## src/rtl/evaluate_arbiter.sv

```systemverilog
// Round-robin arbiter that shares one fixed-latency board evaluator between NUM_REQ requesters.
// Issues the winning board, waits for the result under a watchdog and returns it with a one-hot pulse.
module evaluate_arbiter #(
   parameter int EVAL_WIDTH     = 32,
   parameter int NUM_REQ        = 4,
   parameter int TIMEOUT_CYCLES = 64,
   parameter int BOARD_WIDTH    = 256
) (
   input  logic                           clk,
   input  logic                           reset,
   input  logic [NUM_REQ-1:0]             req,
   input  logic [NUM_REQ*BOARD_WIDTH-1:0] req_board,
   input  logic [NUM_REQ-1:0]             req_white_to_move,
   output logic [NUM_REQ-1:0]             result_valid,
   output logic [EVAL_WIDTH-1:0]          result_mg,
   output logic [EVAL_WIDTH-1:0]          result_eg,
   output logic                           result_insufficient,
   output logic                           result_timeout,
   output logic                           busy,
   output logic [31:0]                    eval_count,
   output logic [BOARD_WIDTH-1:0]         ev_board,
   output logic                           ev_white_to_move,
   output logic                           ev_board_valid,
   output logic                           ev_clear_eval,
   input  logic [EVAL_WIDTH-1:0]          ev_eval_mg,
   input  logic [EVAL_WIDTH-1:0]          ev_eval_eg,
   input  logic                           ev_insufficient,
   input  logic                           ev_eval_valid
);

   localparam int IDX_W = (NUM_REQ > 1) ? $clog2(NUM_REQ) : 1;
   localparam int WD_W  = $clog2(TIMEOUT_CYCLES);
   localparam logic [WD_W-1:0]  WD_LAST   = WD_W'(TIMEOUT_CYCLES - 1);
   localparam logic [IDX_W:0]   NUM_REQ_W = (IDX_W+1)'(NUM_REQ);
   localparam logic [IDX_W-1:0] LAST_IDX  = IDX_W'(NUM_REQ - 1);

   typedef enum logic [1:0] {IDLE, ISSUE, WAIT, CLEAR} state_t;

   state_t                  state_reg, state_next;
   logic [IDX_W-1:0]        rr_ptr_reg, rr_ptr_next;
   logic [IDX_W-1:0]        gnt_idx_reg, gnt_idx_next;
   logic [NUM_REQ-1:0]      armed_reg, armed_next;
   logic [WD_W-1:0]         wd_reg, wd_next;
   logic [31:0]             eval_count_reg, eval_count_next;
   logic [NUM_REQ-1:0]      result_valid_reg, result_valid_next;
   logic [EVAL_WIDTH-1:0]   result_mg_reg, result_mg_next;
   logic [EVAL_WIDTH-1:0]   result_eg_reg, result_eg_next;
   logic                    result_insufficient_reg, result_insufficient_next;
   logic                    result_timeout_reg, result_timeout_next;
   logic                    busy_reg, busy_next;
   logic [BOARD_WIDTH-1:0]  ev_board_reg, ev_board_next;
   logic                    ev_white_to_move_reg, ev_white_to_move_next;
   logic                    ev_board_valid_reg, ev_board_valid_next;
   logic                    ev_clear_eval_reg, ev_clear_eval_next;

   logic [NUM_REQ-1:0]      eligible;
   logic [BOARD_WIDTH-1:0]  board_arr [NUM_REQ];
   logic [IDX_W:0]          cand_sum  [NUM_REQ];
   logic [IDX_W:0]          cand_wrap [NUM_REQ];
   logic [IDX_W-1:0]        cand_idx  [NUM_REQ];
   logic [NUM_REQ-1:0]      cand_hit;
   logic [IDX_W-1:0]        win_idx;
   logic [NUM_REQ-1:0]      gnt_onehot;

   assign eligible   = req & armed_reg;
   assign gnt_onehot = {{(NUM_REQ-1){1'b0}}, 1'b1} << gnt_idx_reg;

   // Candidate gi is the requester gi places after rr_ptr, wrapped into 0..NUM_REQ-1.
   for (genvar gi = 0; gi < NUM_REQ; gi++) begin : g_cand
      assign board_arr[gi] = req_board[gi*BOARD_WIDTH +: BOARD_WIDTH];
      assign cand_sum[gi]  = {1'b0, rr_ptr_reg} + (IDX_W+1)'(gi);
      assign cand_wrap[gi] = (cand_sum[gi] >= NUM_REQ_W) ? (cand_sum[gi] - NUM_REQ_W) : cand_sum[gi];
      assign cand_idx[gi]  = cand_wrap[gi][IDX_W-1:0];
      assign cand_hit[gi]  = eligible[cand_idx[gi]];
   end

   always_comb begin
      win_idx = cand_idx[0];
      for (int k = NUM_REQ - 1; k >= 0; k--) begin
         if (cand_hit[k]) begin
            win_idx = cand_idx[k];
         end
      end
   end

   always_comb begin
      state_next               = state_reg;
      rr_ptr_next              = rr_ptr_reg;
      gnt_idx_next             = gnt_idx_reg;
      armed_next               = armed_reg | ~req;
      wd_next                  = wd_reg;
      eval_count_next          = eval_count_reg;
      result_valid_next        = '0;
      result_mg_next           = result_mg_reg;
      result_eg_next           = result_eg_reg;
      result_insufficient_next = result_insufficient_reg;
      result_timeout_next      = 1'b0;
      ev_board_next            = ev_board_reg;
      ev_white_to_move_next    = ev_white_to_move_reg;
      ev_board_valid_next      = 1'b0;
      ev_clear_eval_next       = 1'b0;

      case (state_reg)
         IDLE: begin
            if (|eligible) begin
               state_next            = ISSUE;
               gnt_idx_next          = win_idx;
               ev_board_next         = board_arr[win_idx];
               ev_white_to_move_next = req_white_to_move[win_idx];
               ev_board_valid_next   = 1'b1;
            end
         end
         ISSUE: begin
            state_next = WAIT;
            wd_next    = '0;
         end
         WAIT: begin
            // A valid result on the last watchdog cycle still counts as a normal result.
            if (ev_eval_valid) begin
               state_next               = CLEAR;
               result_valid_next        = gnt_onehot;
               result_mg_next           = ev_eval_mg;
               result_eg_next           = ev_eval_eg;
               result_insufficient_next = ev_insufficient;
               ev_clear_eval_next       = 1'b1;
               eval_count_next          = eval_count_reg + 32'd1;
               armed_next               = (armed_reg | ~req) & ~gnt_onehot;
            end else if (wd_reg == WD_LAST) begin
               state_next               = CLEAR;
               result_valid_next        = gnt_onehot;
               result_mg_next           = '0;
               result_eg_next           = '0;
               result_insufficient_next = 1'b0;
               result_timeout_next      = 1'b1;
               ev_clear_eval_next       = 1'b1;
               armed_next               = (armed_reg | ~req) & ~gnt_onehot;
            end else begin
               wd_next = wd_reg + 1'b1;
            end
         end
         CLEAR: begin
            state_next  = IDLE;
            rr_ptr_next = (gnt_idx_reg == LAST_IDX) ? '0 : gnt_idx_reg + 1'b1;
         end
         default: begin
            state_next = IDLE;
         end
      endcase

      busy_next = (state_next != IDLE);
   end

   always_ff @(posedge clk) begin
      if (reset) begin
         state_reg               <= IDLE;
         rr_ptr_reg              <= '0;
         gnt_idx_reg             <= '0;
         armed_reg               <= '1;
         wd_reg                  <= '0;
         eval_count_reg          <= '0;
         result_valid_reg        <= '0;
         result_mg_reg           <= '0;
         result_eg_reg           <= '0;
         result_insufficient_reg <= 1'b0;
         result_timeout_reg      <= 1'b0;
         busy_reg                <= 1'b0;
         ev_board_reg            <= '0;
         ev_white_to_move_reg    <= 1'b0;
         ev_board_valid_reg      <= 1'b0;
         ev_clear_eval_reg       <= 1'b0;
      end else begin
         state_reg               <= state_next;
         rr_ptr_reg              <= rr_ptr_next;
         gnt_idx_reg             <= gnt_idx_next;
         armed_reg               <= armed_next;
         wd_reg                  <= wd_next;
         eval_count_reg          <= eval_count_next;
         result_valid_reg        <= result_valid_next;
         result_mg_reg           <= result_mg_next;
         result_eg_reg           <= result_eg_next;
         result_insufficient_reg <= result_insufficient_next;
         result_timeout_reg      <= result_timeout_next;
         busy_reg                <= busy_next;
         ev_board_reg            <= ev_board_next;
         ev_white_to_move_reg    <= ev_white_to_move_next;
         ev_board_valid_reg      <= ev_board_valid_next;
         ev_clear_eval_reg       <= ev_clear_eval_next;
      end
   end

   assign result_valid        = result_valid_reg;
   assign result_mg           = result_mg_reg;
   assign result_eg           = result_eg_reg;
   assign result_insufficient = result_insufficient_reg;
   assign result_timeout      = result_timeout_reg;
   assign busy                = busy_reg;
   assign eval_count          = eval_count_reg;
   assign ev_board            = ev_board_reg;
   assign ev_white_to_move    = ev_white_to_move_reg;
   assign ev_board_valid      = ev_board_valid_reg;
   assign ev_clear_eval       = ev_clear_eval_reg;

endmodule

```

## config.mk

```make
export PLATFORM = sky130hd
export DESIGN_NAME = evaluate_arbiter
export DESIGN_NICKNAME = d
export VERILOG_FILES = /design/src/rtl/evaluate_arbiter.sv
export SDC_FILE = /design/constraint.sdc
export NUM_CORES = 1
export LEC_CHECK = 0
export ABC_CLOCK_PERIOD_IN_PS = 4300
export CAP_MARGIN = 5
export CORE_AREA = 2 2 568 570
export DETAILED_ROUTE_END_ITERATION = 16
export DIE_AREA = 0 0 570 572
export GPL_TIMING_DRIVEN = 0
export SLEW_MARGIN = 15
export SYNTH_ARGS = -nofsm -noshare
export SYNTH_HDL_FRONTEND = slang
export SYNTH_SLANG_ARGS = --single-unit
export TNS_END_PERCENT = 50
```

## constraint.sdc

```tcl
create_clock -name clk -period 4.3 [get_ports clk]
set_input_delay 0.43 -clock clk [delete_from_list [all_inputs] [get_ports clk]]
set_output_delay 0.43 -clock clk [all_outputs]
set_load 0.05 [all_outputs]
```

==> Implementation_results.wiki <==
{| class="wikitable"
! Metric !! Value
|-
| Multiplexer share of the synthesized area || 0.2532
|-
| Met2 Use GR || 0.2752
|-
| Most common library cell in the layout ignoring fill and taps || sky130_fd_sc_hd__clkdlybuf4s50_1
|-
| Leading cell types in the layout, fill and taps excluded || sky130_fd_sc_hd__clkdlybuf4s50_1, sky130_fd_sc_hd__mux2i_1, sky130_fd_sc_hd__dfxtp_1
|-
| Endpoint of the worst setup timing path || ev_board[12]
|-
| Number of antenna violations at the first check in global routing || 392
|-
| Proportion of total power due to net switching || 0.4894
|-
| Clock latency on the worst-skew pair || 0.76 ns
|-
| Clock Skews || about 0.048 ns
|-
| Largest net degree at the start of global routing || 19
|-
| Met3 usage in global routing || 0.1122
|-
| Remaining antenna violation count || 0
|-
| Number of search-and-repair iterations in the first detailed-routing pass || 5
|-
| Global Route Usage Sum || 0.1714
|-
| Post-route clock period utilization || 0.9296
|-
| Post-Syn Area || 0.02056 mm²
|-
| Internal power || 11.70 mW
|-
| Fraction of the mapped netlist area in simple logic gates || 0.09419
|-
| VDD IR-drop max || 0.3494 mV
|-
| Port Buffer Count || 1461
|-
| Drc violations || 0
|-
| Global-route wire length before repair || 340100 µm
|-
| Terminus of the critical flop-to-flop path || ev_board[12]
|-
| Flip-flop and latch count after synthesis || approximately 380
|-
| Cell depth of the worst flop-to-flop path || 8
|-
| Count of final setup violators || 0
|-
| Share of flip-flops with an asynchronous set or reset || 0
|-
| Kind of path behind the tightest hold check || input port to flip-flop
|-
| CTS tree || done
|-
| Max-slew violations || 0
|-
| Xor-xnor portion of the synthesized cell area || 0.01150
|-
| Adder and majority cell fraction of the synthesized area || 0.006693
|-
| Post-synth top area share || 0.3680
|-
| Clk slew on worst S/H paths || 0.07 ns
|-
| Hold_ws || between 0.2 and 0.3 ns
|-
| Biggest fanout along the worst timing path || 11
|-
| Setup CP Type || flip-flop to flip-flop
|-
| HPWL after DPL || 264700 µm
|-
| Starting utilization of the core area || 0.06429
|-
| Clock share of power || 0.228
|-
| Crit. Startpoint || armed_reg[3]
|-
| Number of enable flip-flop cells after synthesis || 0
|-
| Aggregate routed wire length || slightly below 300000 µm
|-
| Share of final-layout standard cells stronger than drive strength 1 || 0.1364
|-
| RSZ-0062 raised after global routing || no
|-
| Synth cell types || 45
|-
| Overall power || 22.92 mW
|-
| Critical path startpoint category || flip-flop
|-
| Post-Route Utilization || 0.1337
|-
| Average footprint of a synthesized cell || 10.59 µm²
|-
| Required time at the worst-slack endpoint || a little under 5 ns
|-
| Cell taking the most area after synthesis || sky130_fd_sc_hd__dfxtp_1
|-
| Max Clock Freq || 250.2 MHz
|-
| Cts bufs inserted || 56
|-
| Pwr per Cell Area || 535.7 mW/mm²
|-
| Number of setup buffers added after CTS || 0
|-
| Static leakage power || 14.16 nW
|-
| Detailed-route wire length per cell || 37.24 µm
|-
| Placement row count || between 200 and 250
|-
| H-tree depth reported by CTS || 2
|-
| Top cells by area, synth || sky130_fd_sc_hd__dfxtp_1, sky130_fd_sc_hd__mux2i_1, sky130_fd_sc_hd__o221ai_2
|-
| Sequential-to-total area share from yosys stat || 0.3680
|-
| Horizontal die dimension || 570 µm
|-
| Sequential Power Share || 0.225
|-
| Number of max-cap violations || 0
|-
| Count of vias placed by the detailed router || between 20000 and 30000
|-
| Syn nets || 3052
|-
| Part of the power in combinational logic || 0.547
|-
| Compound-gate portion of the synthesized area || 0.2148
|-
| Start of the worst register-to-register path || armed_reg[3]
|-
| Via density per instance || 3.224
|-
| Flip-flop cell with the highest count after synthesis || sky130_fd_sc_hd__dfxtp_1
|-
| Number of failing hold endpoints at the final stage || 0
|-
| Endpoint class of the critical path || flip-flop
|-
| Chip Height || around 570 µm
|-
| Relative slew margins || 0.1560
|-
| Number of gates resized after cts || 0
|-
| Nets@finish || 4575
|-
| Number of instances in the synthesized netlist || 1941
|-
| Number of global-route vias before repair || 23699
|-
| Fin area || roughly 0.043 mm²
|-
| Hold Buf Count CTS || 0
|-
| Final weighted congestion of routability-driven global placement || 0.9569
|-
| Yosys warnings || 0
|-
| CTS root buf || sky130_fd_sc_hd__clkbuf_16
|-
| Outcome || complete, no violations
|-
| Count of pins on the block boundary || 1462
|-
| Switching power of the nets || 11.22 mW
|-
| Worst reg-to-reg setup slack || 0.30 ns
|-
| Clk buf depth || 3
|-
| Slew of the pin with the lowest slew margin || 1.231 ns
|-
| Number of design-rule violations left by the first detailed-router iteration || approximately 1900
|-
| Remaining global-route overflow || 0
|-
| Met1 demand-to-capacity share in global routing || 0.1776
|-
| Global route hottest layer || met2
|-
| Largest family of logic cells by synthesized area || multiplexers
|-
| Layout-stage area growth over the synthesis result || 108.0%
|-
| Total die area || 0.3260 mm²
|-
| Min cycle time layout || between 3 and 4 ns
|-
| Number of flip-flops under the largest register name || approximately 260
|-
| Data arrival time of the critical path || 4.59 ns
|-
| CTS sink cnt || ~380
|-
| Cell area after placement || 0.04049 mm²
|-
| Placeable core region || 0.3198 mm²
|}
[cell type report]
| class | instances | area [µm²] |
|---|---|---|
| fill | 36296 | 277100 |
| timing repair buffer | 1465 | 14640 |
| multi-input combinational | 1380 | 11960 |
| sequential | 378 | 7567 |
| tap | 4200 | 5255 |
| clock buffer | 76 | 1587 |
| buffer | 173 | 1031 |
| clock inverter | 30 | 412.9 |
| antenna | 114 | 285.3 |
| inverter | 10 | 37.54 |
[Yosys cell counts, types with 5 or more instances]
master,count
sky130_fd_sc_hd__a21oi_1,10
sky130_fd_sc_hd__a22oi_1,66
sky130_fd_sc_hd__and2_1,7
sky130_fd_sc_hd__and3_1,6
sky130_fd_sc_hd__and4_1,5
sky130_fd_sc_hd__buf_1,6
sky130_fd_sc_hd__buf_2,70
sky130_fd_sc_hd__buf_4,22
sky130_fd_sc_hd__buf_6,27
sky130_fd_sc_hd__clkbuf_1,48
sky130_fd_sc_hd__dfxtp_1,378
sky130_fd_sc_hd__ha_1,11
sky130_fd_sc_hd__inv_1,10
sky130_fd_sc_hd__mux2i_1,518
sky130_fd_sc_hd__nand2_1,275
sky130_fd_sc_hd__nand3_1,7
sky130_fd_sc_hd__nand4_1,9
sky130_fd_sc_hd__nor2_1,108
sky130_fd_sc_hd__nor2b_1,11
sky130_fd_sc_hd__nor3_1,11
sky130_fd_sc_hd__o21ai_0,11
sky130_fd_sc_hd__o221ai_1,29
sky130_fd_sc_hd__o221ai_2,230
sky130_fd_sc_hd__or2_2,5
sky130_fd_sc_hd__or3_1,5
sky130_fd_sc_hd__xnor2_1,15
sky130_fd_sc_hd__xor2_1,12
[worst min-delay path by stage]
stage / slack [ns] / endpoint / depth (start not counted) / from
detailed placement: 0.45 / ev_board[119] / 2 / ev_board[119]
global route: 0.25 / result_eg[4] / 3 / ev_eval_eg[4]
global placement: 0.44 / ev_board[23] / 2 / ev_board[23]
finish: 0.30 / result_mg[0] / 3 / ev_eval_mg[0]
CTS: 0.21 / result_eg[10] / 3 / ev_eval_eg[10]
floorplan: 0.47 / gnt_idx_reg[1] / 2 / gnt_idx_reg[1]
[per-layer routing]
metal | vias to the layer above | wire, µm
met1 | 11787 | 102100
met2 | 1902 | 129400
li1 | 10553 | -
met5 | - | 1752
met4 | 262 | 13780
met3 | 726 | 44330
[critical path, cell delays in order (launching register included)]
cell	delay [ns]
sky130_fd_sc_hd__dfxtp_1	0.34
sky130_fd_sc_hd__and2_2	0.19
sky130_fd_sc_hd__o221ai_1	0.12
sky130_fd_sc_hd__a21oi_1	0.20
sky130_fd_sc_hd__buf_4	0.42
sky130_fd_sc_hd__buf_2	0.47
sky130_fd_sc_hd__buf_2	0.68
sky130_fd_sc_hd__mux2i_1	0.99
sky130_fd_sc_hd__o221ai_1	0.27
[cell families (layout without fill, tap and decap cells)]
group | after synthesis | in the layout
mux | 520 | 520
simple gates | 462 | 462
flops | 378 | 378
compound gates | 360 | 360
buf+inv | 183 | 1754
xor+xnor | 27 | 27
fa+ha+maj | 11 | 11
other cells | 0 | 114
[stage by stage]
step / setup TNS, ns / setup slack [ns] / cells
floorplan: 0 / 1.973 / 1941
global route: 0 / 0.008404 / 7768
global placement: -12.48 / -1.070 / 7602
CTS: 0 / 0.03803 / 7712
detailed placement: -9.132 / -0.5923 / 7606
finish: 0 / 0.3025 / 7826
[power by group through the flow]
stage,Clock [mW],Sequential [mW],Combinational (mW)
after floorplan,0,8.37,3.45
after global placement,0,5.18,12.7
after detailed placement,0,5.20,12.7
after CTS,5.43,5.15,12.7
after global routing,5.48,5.26,12.9
final,5.23,5.16,12.5
(Power assumes the default switching activity.)
